===== config.mk =====
export PLATFORM = sky130hd
export DESIGN_NAME = pipeline_hazard_sequencer
export DESIGN_NICKNAME = d
export VERILOG_FILES = /design/src/rtl/pipeline_hazard_sequencer_pkg.sv /design/src/rtl/pipeline_hazard_sequencer_hazard_scoreboard.sv /design/src/rtl/pipeline_hazard_sequencer.sv
export SDC_FILE = /design/constraint.sdc
export NUM_CORES = 1
export LEC_CHECK = 0
export BUFFER_PORTS_ARGS = -buffer_cell sky130_fd_sc_hd__buf_4
export CELL_PAD_IN_SITES_DETAIL_PLACEMENT = 1
export CELL_PAD_IN_SITES_GLOBAL_PLACEMENT = 2
export CORE_MARGIN = 2
export CORE_UTILIZATION = 25
export DETAILED_ROUTE_END_ITERATION = 16
export PLACE_DENSITY = 0.67
export SYNTH_ARGS = -nofsm -noshare
export SYNTH_HDL_FRONTEND = slang
export SYNTH_SLANG_ARGS = --single-unit
export TNS_END_PERCENT = 50

===== constraint.sdc =====
create_clock -name clk -period 4.8 [get_ports clk]
set_input_delay 0.96 -clock clk [delete_from_list [all_inputs] [get_ports clk]]
set_output_delay 0.96 -clock clk [all_outputs]
set_load 0.005 [all_outputs]

===== src/rtl/pipeline_hazard_sequencer_pkg.sv =====
// ----------------------------------------------------------------------------
// pipeline_hazard_sequencer_pkg
// Shared definitions for the decode-stage hazard sequencer:
//   - register-file geometry (NREG, IDX_W)
//   - per-register in-flight write counter width and its saturation value
//   - sequencer FSM state encoding
//   - pc_src encodings produced by the control unit
// ----------------------------------------------------------------------------
package pipeline_hazard_sequencer_pkg;

   localparam int NREG  = 32;
   localparam int IDX_W = $clog2(NREG);
   localparam int CNT_W = 2;

   localparam logic [CNT_W-1:0] CNT_MAX = '1;

   localparam logic [1:0] PCSRC_SEQ  = 2'b01;
   localparam logic [1:0] PCSRC_JUMP = 2'b10;
   localparam logic [1:0] PCSRC_BR   = 2'b11;

   typedef enum logic [1:0] {
      RUN   = 2'd0,
      DRAIN = 2'd1,
      HALT  = 2'd2
   } state_t;

endpackage


===== src/rtl/pipeline_hazard_sequencer_hazard_scoreboard.sv =====
// ----------------------------------------------------------------------------
// hazard_scoreboard
// Per-register count of writes that have issued but not yet written back.
// Ports:
//   clk, rst            clock, synchronous active-high reset
//   inc, inc_idx        an instruction writing inc_idx issues this cycle
//   dec, dec_idx        WB commits a write to dec_idx this cycle
//   rs1, rs2, rd        lookup indices from the decode stage
//   rs1_busy, rs2_busy  source has a pending write (r0 never busy)
//   rd_full             destination counter is saturated (r0 never full)
//   drained_next        every counter is zero after this cycle's update
//   sb_err              sticky: WB arrived for a register with no pending write
// ----------------------------------------------------------------------------
module hazard_scoreboard
   import pipeline_hazard_sequencer_pkg::*;
(
   input  logic             clk,
   input  logic             rst,
   input  logic             inc,
   input  logic [IDX_W-1:0] inc_idx,
   input  logic             dec,
   input  logic [IDX_W-1:0] dec_idx,
   input  logic [IDX_W-1:0] rs1,
   input  logic [IDX_W-1:0] rs2,
   input  logic [IDX_W-1:0] rd,
   output logic             rs1_busy,
   output logic             rs2_busy,
   output logic             rd_full,
   output logic             drained_next,
   output logic             sb_err
);

   logic [CNT_W-1:0] cnt      [NREG];
   logic [CNT_W-1:0] cnt_next [NREG];
   logic             err_hit;

   // Register 0 is hard-wired, so it never holds a pending write.
   assign rs1_busy = (rs1 != '0) && (cnt[rs1] != '0);
   assign rs2_busy = (rs2 != '0) && (cnt[rs2] != '0);
   assign rd_full  = (rd  != '0) && (cnt[rd]  == CNT_MAX);

   // An issue and a writeback to the same register cancel out. A writeback
   // to an idle counter leaves it at zero and is flagged as an error.
   always_comb begin
      for (int i = 0; i < NREG; i++) begin
         logic inc_hit;
         logic dec_hit;
         inc_hit     = inc && (i != 0) && (inc_idx == IDX_W'(i));
         dec_hit     = dec && (i != 0) && (dec_idx == IDX_W'(i));
         cnt_next[i] = cnt[i];
         if (inc_hit && !dec_hit) begin
            cnt_next[i] = cnt[i] + CNT_W'(1);
         end else if (dec_hit && !inc_hit && (cnt[i] != '0)) begin
            cnt_next[i] = cnt[i] - CNT_W'(1);
         end
      end
   end

   assign err_hit = dec && (dec_idx != '0) && (cnt[dec_idx] == '0)
                    && !(inc && (inc_idx == dec_idx));

   // DRAIN uses the post-writeback view so HALT is entered one cycle after
   // the last pending write commits.
   always_comb begin
      drained_next = 1'b1;
      for (int i = 0; i < NREG; i++) begin
         if (cnt_next[i] != '0) begin
            drained_next = 1'b0;
         end
      end
   end

   always_ff @(posedge clk) begin
      if (rst) begin
         for (int i = 0; i < NREG; i++) begin
            cnt[i] <= '0;
         end
         sb_err <= 1'b0;
      end else begin
         for (int i = 0; i < NREG; i++) begin
            cnt[i] <= cnt_next[i];
         end
         if (err_hit) begin
            sb_err <= 1'b1;
         end
      end
   end

endmodule


===== src/rtl/pipeline_hazard_sequencer.sv =====
// ----------------------------------------------------------------------------
// pipeline_hazard_sequencer
// Decode-stage sequencer for a 5-stage pipeline. Stalls IF/ID on RAW hazards
// and write-counter saturation, flushes on jumps (ID) and taken branches
// (EX), and drains then halts after an issued stop-bit instruction.
// Ports:
//   clk, rst                      clock, synchronous active-high reset
//   id_valid, id_rs1/2, id_use_*  decode-stage instruction and its sources
//   id_rd, id_reg_w               destination and write enable
//   id_pc_src, id_stop            next-PC selection and stop bit
//   ex_br_valid, ex_br_taken      resolved conditional branch in EX
//   wb_valid, wb_rd               register write committing in WB
//   resume                        leave HALT
//   issue                         ID instruction advances to EX
//   stall_if, stall_id            hold PC/IF and ID (bubble into EX)
//   flush_if, flush_id            squash IF/ID and ID/EX contents
//   halted, sb_err                in HALT; sticky scoreboard underflow
// All outputs are combinational and forced low while rst is high.
// ----------------------------------------------------------------------------
module pipeline_hazard_sequencer
   import pipeline_hazard_sequencer_pkg::*;
(
   input  logic       clk,
   input  logic       rst,
   input  logic       id_valid,
   input  logic [4:0] id_rs1,
   input  logic [4:0] id_rs2,
   input  logic       id_use_rs1,
   input  logic       id_use_rs2,
   input  logic [4:0] id_rd,
   input  logic       id_reg_w,
   input  logic [1:0] id_pc_src,
   input  logic       id_stop,
   input  logic       ex_br_valid,
   input  logic       ex_br_taken,
   input  logic       wb_valid,
   input  logic [4:0] wb_rd,
   input  logic       resume,
   output logic       issue,
   output logic       stall_if,
   output logic       stall_id,
   output logic       flush_if,
   output logic       flush_id,
   output logic       halted,
   output logic       sb_err
);

   state_t state;
   state_t next_state;

   logic rs1_busy;
   logic rs2_busy;
   logic rd_full;
   logic drained_next;
   logic sb_err_q;
   logic hz;
   logic kill;
   logic sb_inc;

   // Issue feeds the scoreboard increment; it is already low during reset.
   assign sb_inc = issue && id_reg_w;

   hazard_scoreboard u_scoreboard (
      .clk          (clk),
      .rst          (rst),
      .inc          (sb_inc),
      .inc_idx      (id_rd),
      .dec          (wb_valid),
      .dec_idx      (wb_rd),
      .rs1          (id_rs1),
      .rs2          (id_rs2),
      .rd           (id_rd),
      .rs1_busy     (rs1_busy),
      .rs2_busy     (rs2_busy),
      .rd_full      (rd_full),
      .drained_next (drained_next),
      .sb_err       (sb_err_q)
   );

   // No bypass: a same-cycle writeback does not clear the hazard because the
   // register file is only updated on the edge.
   assign hz   = id_valid && ((id_use_rs1 && rs1_busy) ||
                              (id_use_rs2 && rs2_busy) ||
                              (id_reg_w && rd_full));
   assign kill = ex_br_valid && ex_br_taken;

   always_ff @(posedge clk) begin
      if (rst) begin
         state <= RUN;
      end else begin
         state <= next_state;
      end
   end

   // A taken branch squashes the ID instruction, so its stop bit never
   // reaches DRAIN.
   always_comb begin
      next_state = state;
      case (state)
         RUN: begin
            if (!kill && !hz && id_valid && id_stop) begin
               next_state = DRAIN;
            end
         end
         DRAIN: begin
            if (drained_next) begin
               next_state = HALT;
            end
         end
         HALT: begin
            if (resume) begin
               next_state = RUN;
            end
         end
         default: next_state = RUN;
      endcase
   end

   // In DRAIN nothing younger than the stop instruction exists, so EX branch
   // results are ignored there.
   always_comb begin
      issue    = 1'b0;
      stall_if = 1'b0;
      stall_id = 1'b0;
      flush_if = 1'b0;
      flush_id = 1'b0;
      halted   = 1'b0;
      sb_err   = 1'b0;
      if (!rst) begin
         sb_err = sb_err_q;
         case (state)
            RUN: begin
               if (kill) begin
                  flush_if = 1'b1;
                  flush_id = 1'b1;
               end else if (hz) begin
                  stall_if = 1'b1;
                  stall_id = 1'b1;
               end else begin
                  issue = id_valid;
                  if (id_valid && ((id_pc_src == PCSRC_JUMP) || id_stop)) begin
                     flush_if = 1'b1;
                  end
               end
            end
            DRAIN: begin
               stall_if = 1'b1;
            end
            HALT: begin
               halted   = 1'b1;
               stall_if = 1'b1;
            end
            default: begin
               stall_if = 1'b1;
            end
         endcase
      end
   end

endmodule


# Word-level counts from Yosys, hierarchy flattened
# Memories as Yosys holds them, arrays and structs flattened.
# Index checks and enable logic that the tools add are counted.
[classes] reduce_logical=312 n_eq_ne=70 n_lt_le_gt_ge=0 n_addsub=62 shifts=0 n_div=0 mux=154 mul=0 n_bitwise=32
[ops] op="2-to-1 mux 2 bit" count=97
[ops] op="logical AND 1 bit" count=172
[ops] op="== test 5 bit, second input constant" count=32
[ops] op="nonzero test 2 bit" count=65
[ops] op="== test 5 x 4 -> 1 bit, second input constant" count=16
[ops] op="logical NOT 1 bit" count=65
[ops] op="adder 2 x 1 -> 2 bit, second input constant" count=31
[ops] op="subtractor 2 x 1 -> 2 bit, second input constant" count=31
[ops] op="2-to-1 mux 1 bit" count=56
[ops] op="== test 5 x 3 -> 1 bit, second input constant" count=8
[ops] op="bitwise OR 1 bit" count=32
[ops] op="== test 5 x 2 -> 1 bit, second input constant" count=4
[ops] op="nonzero test 5 bit" count=4
[ops] op="== test 5 x 1 -> 1 bit, second input constant" count=2
[ops] op="== test 2 bit, second input constant" count=3
[ops] op="inequality test 2 bit, second input constant" count=3
[ops] op="case mux 2 bit (3 select lines)" count=1
[ops] op="== test 5 bit" count=1
[ops] op="logical NOT 2 bit" count=2
[ops] op="logical OR 1 bit" count=3
[ops] op="AND reduction 3 bit" count=1
[ops] op="== test 2 x 1 -> 1 bit, second input constant" count=1
[totals] reg_bits=3 inputBits=33 wordCells=633 ram_bits=64 output_inout_bits=7 latchBits=0 rom_bits=0 mem_count=1
[memory_table] name="u_scoreboard.cnt" depth=32 word_bits=2 read_ports=36 rd_clocked_by_memory_dff=0 wr=32 line="pipeline_hazard_sequencer_hazard_scoreboard.sv:33" rtl="logic [CNT_W-1:0] cnt [NREG];"

# Depth between registers and ports, before layout
# An unclocked memory read counts as a cell.
[logic_depth] depth_word=52 depth_mapped=16 mapped_depth_nobuf=13

# Hierarchy
# Synthesis repeated with hierarchy kept, for this count alone.
[unflattened] cells_unflattened=818 area_unflattened_um2=6578.8
[by_module_without_submodules] mod="hazard_scoreboard" seq_area_each_um2=1261.2 n_inst=1 area_per_inst_um2=6402.4 cells_per_inst=794
[by_module_without_submodules] mod="pipeline_hazard_sequencer" seq_area_each_um2=40.0 n_inst=1 area_per_inst_um2=176.4 cells_per_inst=24

# Worst setup path after synthesis
# OpenSTA, ideal clock, no wires.
[synth_path] path_type="input-to-output" start="in id_rs2[0]" end="out stall_if" slack_ps=693 stages=11 t_required_ps=3840 n_path_buf=3 t_arrival_ps=3147 path_cell_list="buf_2 mux4_2 mux4_2 nor2_1 a311oi_4 buf_6 buf_6 and2_1 nor2_1 nor3_1 nor2_1"
[synth_via] elab_chain_cells=11 elab_cells_between_ends=12 cone_classes="mux: 4; reduce/logical: 7; memory: 1"
[synth_lines] element="start: declaration" line="pipeline_hazard_sequencer.sv:27" rtl="input logic [4:0] id_rs2,"
[synth_lines] element="memory read (32 x 2 bit)"
[synth_lines] element="nonzero test 2 bit" line="pipeline_hazard_sequencer_hazard_scoreboard.sv:39" rtl="assign rs2_busy = (rs2 != '0) && (cnt[rs2] != '0);"
[synth_lines] element="logical AND 1 bit (*)" line="pipeline_hazard_sequencer_hazard_scoreboard.sv:39"
[synth_lines] element="logical AND 1 bit (*)" line="pipeline_hazard_sequencer.sv:83" rtl="(id_use_rs2 && rs2_busy) ||"
[synth_lines] element="logical OR 1 bit (*)" line="pipeline_hazard_sequencer.sv:82" rtl="assign hz = id_valid && ((id_use_rs1 && rs1_busy) ||"
[synth_lines] element="logical OR 1 bit (*)" line="pipeline_hazard_sequencer.sv:83"
[synth_lines] element="logical AND 1 bit (*)" line="pipeline_hazard_sequencer.sv:82"
[synth_lines] element="2-to-1 mux 1 bit (*)" line="pipeline_hazard_sequencer.sv:136" rtl="end else if (hz) begin"
[synth_lines] element="2-to-1 mux 1 bit (*)" line="pipeline_hazard_sequencer.sv:133" rtl="if (kill) begin"
[synth_lines] element="2-to-1 mux 1 bit (*)" line="pipeline_hazard_sequencer.sv:131" rtl="case (state)"
[synth_lines] element="2-to-1 mux 1 bit (*)" line="pipeline_hazard_sequencer.sv:129" rtl="if (!rst) begin"
[synth_lines] element="end: declaration" line="pipeline_hazard_sequencer.sv:40" rtl="output logic stall_if,"
# Every way passes the cells marked *; elsewhere a longest branch is shown, timed or not.

# Final worst setup path
[layout_path] start="in id_rd[0]" end="reg state[1]"
[layout_via] elab_chain_cells=51 elab_cells_between_ends=329 cone_classes="eq/ne: 34; mux: 97; reduce/logical: 197; memory: 1"
[layout_lines] element="start: declaration" line="pipeline_hazard_sequencer.sv:30" rtl="input logic [4:0] id_rd,"
[layout_lines] element="memory read (32 x 2 bit)"
[layout_lines] element="== test 2 bit" line="pipeline_hazard_sequencer_hazard_scoreboard.sv:40" rtl="assign rd_full = (rd != '0) && (cnt[rd] == CNT_MAX);"
[layout_lines] element="logical AND 1 bit" line="pipeline_hazard_sequencer_hazard_scoreboard.sv:40"
[layout_lines] element="logical AND 1 bit" line="pipeline_hazard_sequencer.sv:84" rtl="(id_reg_w && rd_full));"
[layout_lines] element="logical OR 1 bit" line="pipeline_hazard_sequencer.sv:83"
[layout_lines] element="logical AND 1 bit" line="pipeline_hazard_sequencer.sv:82"
[layout_lines] element="2-to-1 mux 1 bit" line="pipeline_hazard_sequencer.sv:136"
[layout_lines] element="2-to-1 mux 1 bit" line="pipeline_hazard_sequencer.sv:133"
[layout_lines] element="(+4 left out)"
[layout_lines] element="logical NOT 1 bit" line="pipeline_hazard_sequencer_hazard_scoreboard.sv:53" rtl="end else if (dec_hit && !inc_hit && (cnt[i] != '0)) begin"
[layout_lines] element="logical AND 1 bit (2 in series)" line="pipeline_hazard_sequencer_hazard_scoreboard.sv:53"
[layout_lines] element="2-to-1 mux 2 bit" line="pipeline_hazard_sequencer_hazard_scoreboard.sv:53"
[layout_lines] element="2-to-1 mux 2 bit" line="pipeline_hazard_sequencer_hazard_scoreboard.sv:51" rtl="if (inc_hit && !dec_hit) begin"
[layout_lines] element="nonzero test 2 bit" line="pipeline_hazard_sequencer_hazard_scoreboard.sv:67" rtl="if (cnt_next[i] != '0) begin"
[layout_lines] element="2-to-1 mux 1 bit (31 in series)" line="pipeline_hazard_sequencer_hazard_scoreboard.sv:67"
[layout_lines] element="inequality test 2 bit (no source line)"
[layout_lines] element="AND reduction 3 bit (no source line) (*)"
[layout_lines] element="end signal: assignment" line="pipeline_hazard_sequencer.sv:91" rtl="state <= next_state;"
[layout_lines] element="end: declaration" line="pipeline_hazard_sequencer.sv:48" rtl="state_t state;"
# Marks and branches as above.
# A chain may end at the register's enable or synchronous reset.

==> reports/qor.txt <==
PD cells - 192 nW/µm²
Area contributors post-synth - dfxtp_1 (17%), mux4_2 (9.1%), nor2_1 (7.5%)
Clk_lat worst skew - 350 ps
Worst r2r dst - state[1]
Hold Crit Class - register to register
Hold path depth - 2
Fmax - 213 MHz
Detail Route Antenna Nets - 0
R2r setup slk - 260 ps
Crit end category - register
Worst setup path class - primary input to register
Syn nets - 1040
WL met3 - 2080 µm
P&R area growth vs syn - 20.9%
Final Power - 1.73 mW
Routed Wire Length - 35400 µm
Worst Tran Pin Value - 1110 ps
Post-synth top area cell - dfxtp_1
Core footprint - 29500 µm²
Filler cell count in the final layout - 3621
Pin count of the biggest net entering global routing - 65
Remaining DRCs - 0
Critical path peak fanout - 14
Final Hold Violating Endpoints - 0
Post-synthesis cell area - 7440 µm²
Max stage delay cell, worst path - nor4_1
R2R cell count - 16
Post-layout util - 30.5%
FF+latch area - 1300 µm²
WL/cell - 24.2 µm
Worst Path Arrival - 4990 ps
Area fraction of the dominant cell type after synthesis - 17.5%
CTS H-tree lvls - 3
Critical Path Most Common Cell - buf_4
DR WL met2 - 16200 µm
Max incr delay on CP - 540 ps
Min-delay src - u_scoreboard.sb_err
Die Footprint - 31200 µm²
RSZ-0062 raised after global routing - no
Max-cap violations - 0
Total gr overflow - 0
Met1 Wirelength - 15900 µm
Status - finished, final reports clean
Final HPWL DP - 28600 µm
FF+latch count, synth - 65
CP Launch Type - primary input
Synthesis warning total - 0
Number of global-route vias before repair - 8037
Post-synth EDFFs - 0
Hold endpoint - u_scoreboard.sb_err
Fin crit period - 4690 ps
DIE WIDTH - 177 µm
Area of the multi-input gates - 5580 µm²
CTS tree - yes
Sequential share of the synthesized area - 17.5%
Vias per Instance - 5.60
Synth async-reset ratio - 0%
Port Buffers - 39
N_diodes - 0
Starting Density - 25.2%
Placer Congestion - 0.970
Initial antenna violation count - 2
Setup Buffers After CTS - 0
Clk buf depth - 2
Slew headroom - 26.0%
Die height - 177 µm
Rows - 63
Setup Viol. Count Final - 0
CTS Root Cell - clkbuf_16
I/O pins - 40
Vias - 8192
Reg clk slew, reported paths - 60 ps
Uppermost layer routed - met4
GRT Overall Usage - 22.8%
Worst-path cell chain - buf_4 > buf_4 > mux4_2 > nand3_1 > nand3_1 > o21ai_1 > buf_4 > nand3_2 > buf_4 > nor3_2 > a21o_1 > o2111ai_1 > nor4_1 > nand4b_1 > nor4_4 > a31o_1
First-pass GRT wire length - 51900 µm
Critical Path RT - 5100 ps
Syn Inst Count - 976
Max-slew violation count - 0
Sink Count - 65
Static Leak - 3.22 nW
Setup Skew - 9.49 ps
Max VDD drop - 132 µV
Share of cells above drive strength 1 - 21.0%
Synth unique cells - 91
Initial DRT Pass Iterations - 5
Initial DRC count - 653
Synthesized area per cell - 7.63 µm²
CTS Buf Count - 9
Nets - 1133
Worst reg2reg startpoint - u_scoreboard.cnt[6][1]
Primary FF master, synth - dfxtp_1
Final period utilization - 97.7%
## routing by layer
layer  vias to the layer above  track usage [%]
li1                       3774                -
met3                        57             3.19
met2                       270             36.8
met1                      4091             31.0
met5                         -                0
met4                         0             7.85
## synth_stat cells (6+ instances only)
cell      number
a211oi_1      13
a21o_1         6
a21oi_1       31
a311oi_1      11
a31o_2         7
a31oi_1       20
and2_1         9
and3_1        18
and4_1         6
buf_2         10
clkbuf_1      27
dfxtp_1       65
ha_1          31
inv_1         76
mux2_2         8
mux2i_1       37
mux4_2        30
nand2_1       69
nand2b_1       8
nand3_1       42
nand4_1       19
nor2_1       149
nor2b_1       36
nor3_1        48
nor4_1        10
o211ai_1       8
o21ai_0       17
or3_1         12
xnor2_1       26
## placed cells by master, fill, tap and decap left out, types with 6 or more instances in the layout
cell type	instances
o211ai_1	8
mux2_2	8
a21oi_1	31
inv_1	76
buf_4	128
and3_1	18
a31o_2	7
or3_1	12
nor2_1	149
mux4_2	30
a211oi_1	13
and2_1	9
dfxtp_1	65
a21o_1	6
clkbuf_16	9
nor3_1	48
nand3_1	42
a311oi_1	11
nand2b_1	8
nor4_1	10
xnor2_1	26
ha_1	31
nand4_1	19
nor2b_1	36
mux2i_1	37
o21ai_0	17
and4_1	6
nand2_1	69
a31oi_1	19
## cell type report
class | count | area share [%]
multi-input cells | 783 | 62.0
clock inverters | 2 | 0.139
well taps | 390 | 5.42
clock buffers | 13 | 3.00
repair buffers | 133 | 11.7
flip-flops and latches | 65 | 14.5
inverters | 77 | 3.27
## cell families (layout without fill, tap and decap cells)
| logic type | count (synthesis) | in the layout | share of synthesized area (%) |
|---|---|---|---|
| buffers and inverters | 128 | 225 | 7.72 |
| flip-flops | 65 | 65 | 17.5 |
| multiplexers | 75 | 75 | 15.3 |
| AO/OA/AOI/OAI | 182 | 182 | 18.8 |
| AND/OR/NAND/NOR | 465 | 465 | 32.0 |
| adder cells (fa/ha/maj) | 31 | 31 | 5.21 |
| XOR/XNOR | 30 | 30 | 3.53 |
## through the flow
step | hold WS [ps] | instances | setup slack (ps) | TNS (ps) | area [µm²]
finish | 464 | 1463 | 108 | 0 | 9000
global route | 527 | 1463 | 18.7 | 0 | 9000
CTS | 475 | 1463 | 72.7 | 0 | 8990
detailed placement | 462 | 1448 | -458 | -889 | 8700
global placement | 458 | 1448 | -448 | -878 | 8700
floorplan | 429 | 976 | 693 | 0 | 7440
## critical path: cells and delay by family
family	cells	cell delay [ps]
AND/OR/NAND/NOR	7	1970
buffers and inverters	4	830
AO/OA/AOI/OAI	4	670
multiplexers	1	520
## sequential cells by signal, summed over array words and instances, names as in the netlist
| signal | cells |
|---|---|
| u_scoreboard.cnt | 62 |
| state | 2 |
| u_scoreboard.sb_err | 1 |
## report_power, final
group          switching [mW]  internal [mW]
clock network           0.292          0.390
registers              0.0193          0.551
logic                   0.290          0.190
total                   0.601           1.13
## repair_timing
| action | CTS | global route |
|---|---|---|
| pin swaps | 0 | 1 |
| hold buffers | 0 | 0 |
| gates resized for setup | 1 | 2 |
| endpoints found under the setup margin | 2 | 2 |
## how the worst max path moves through the flow
| stage | startpoint | end | slack (ps) | cells after the start |
|---|---|---|---|---|
| after floorplan | id_rs2[0] | stall_if | 690 | 11 |
| after global placement | id_rs1[0] | state[1] | -450 | 15 |
| after detailed placement | id_rs1[0] | state[1] | -460 | 15 |
| after CTS | id_rs1[0] | state[1] | 70 | 15 |
| after global routing | id_rs1[0] | state[1] | 20 | 15 |
| final | id_rd[0] | state[1] | 110 | 16 |
(Power assumes the default switching activity.)
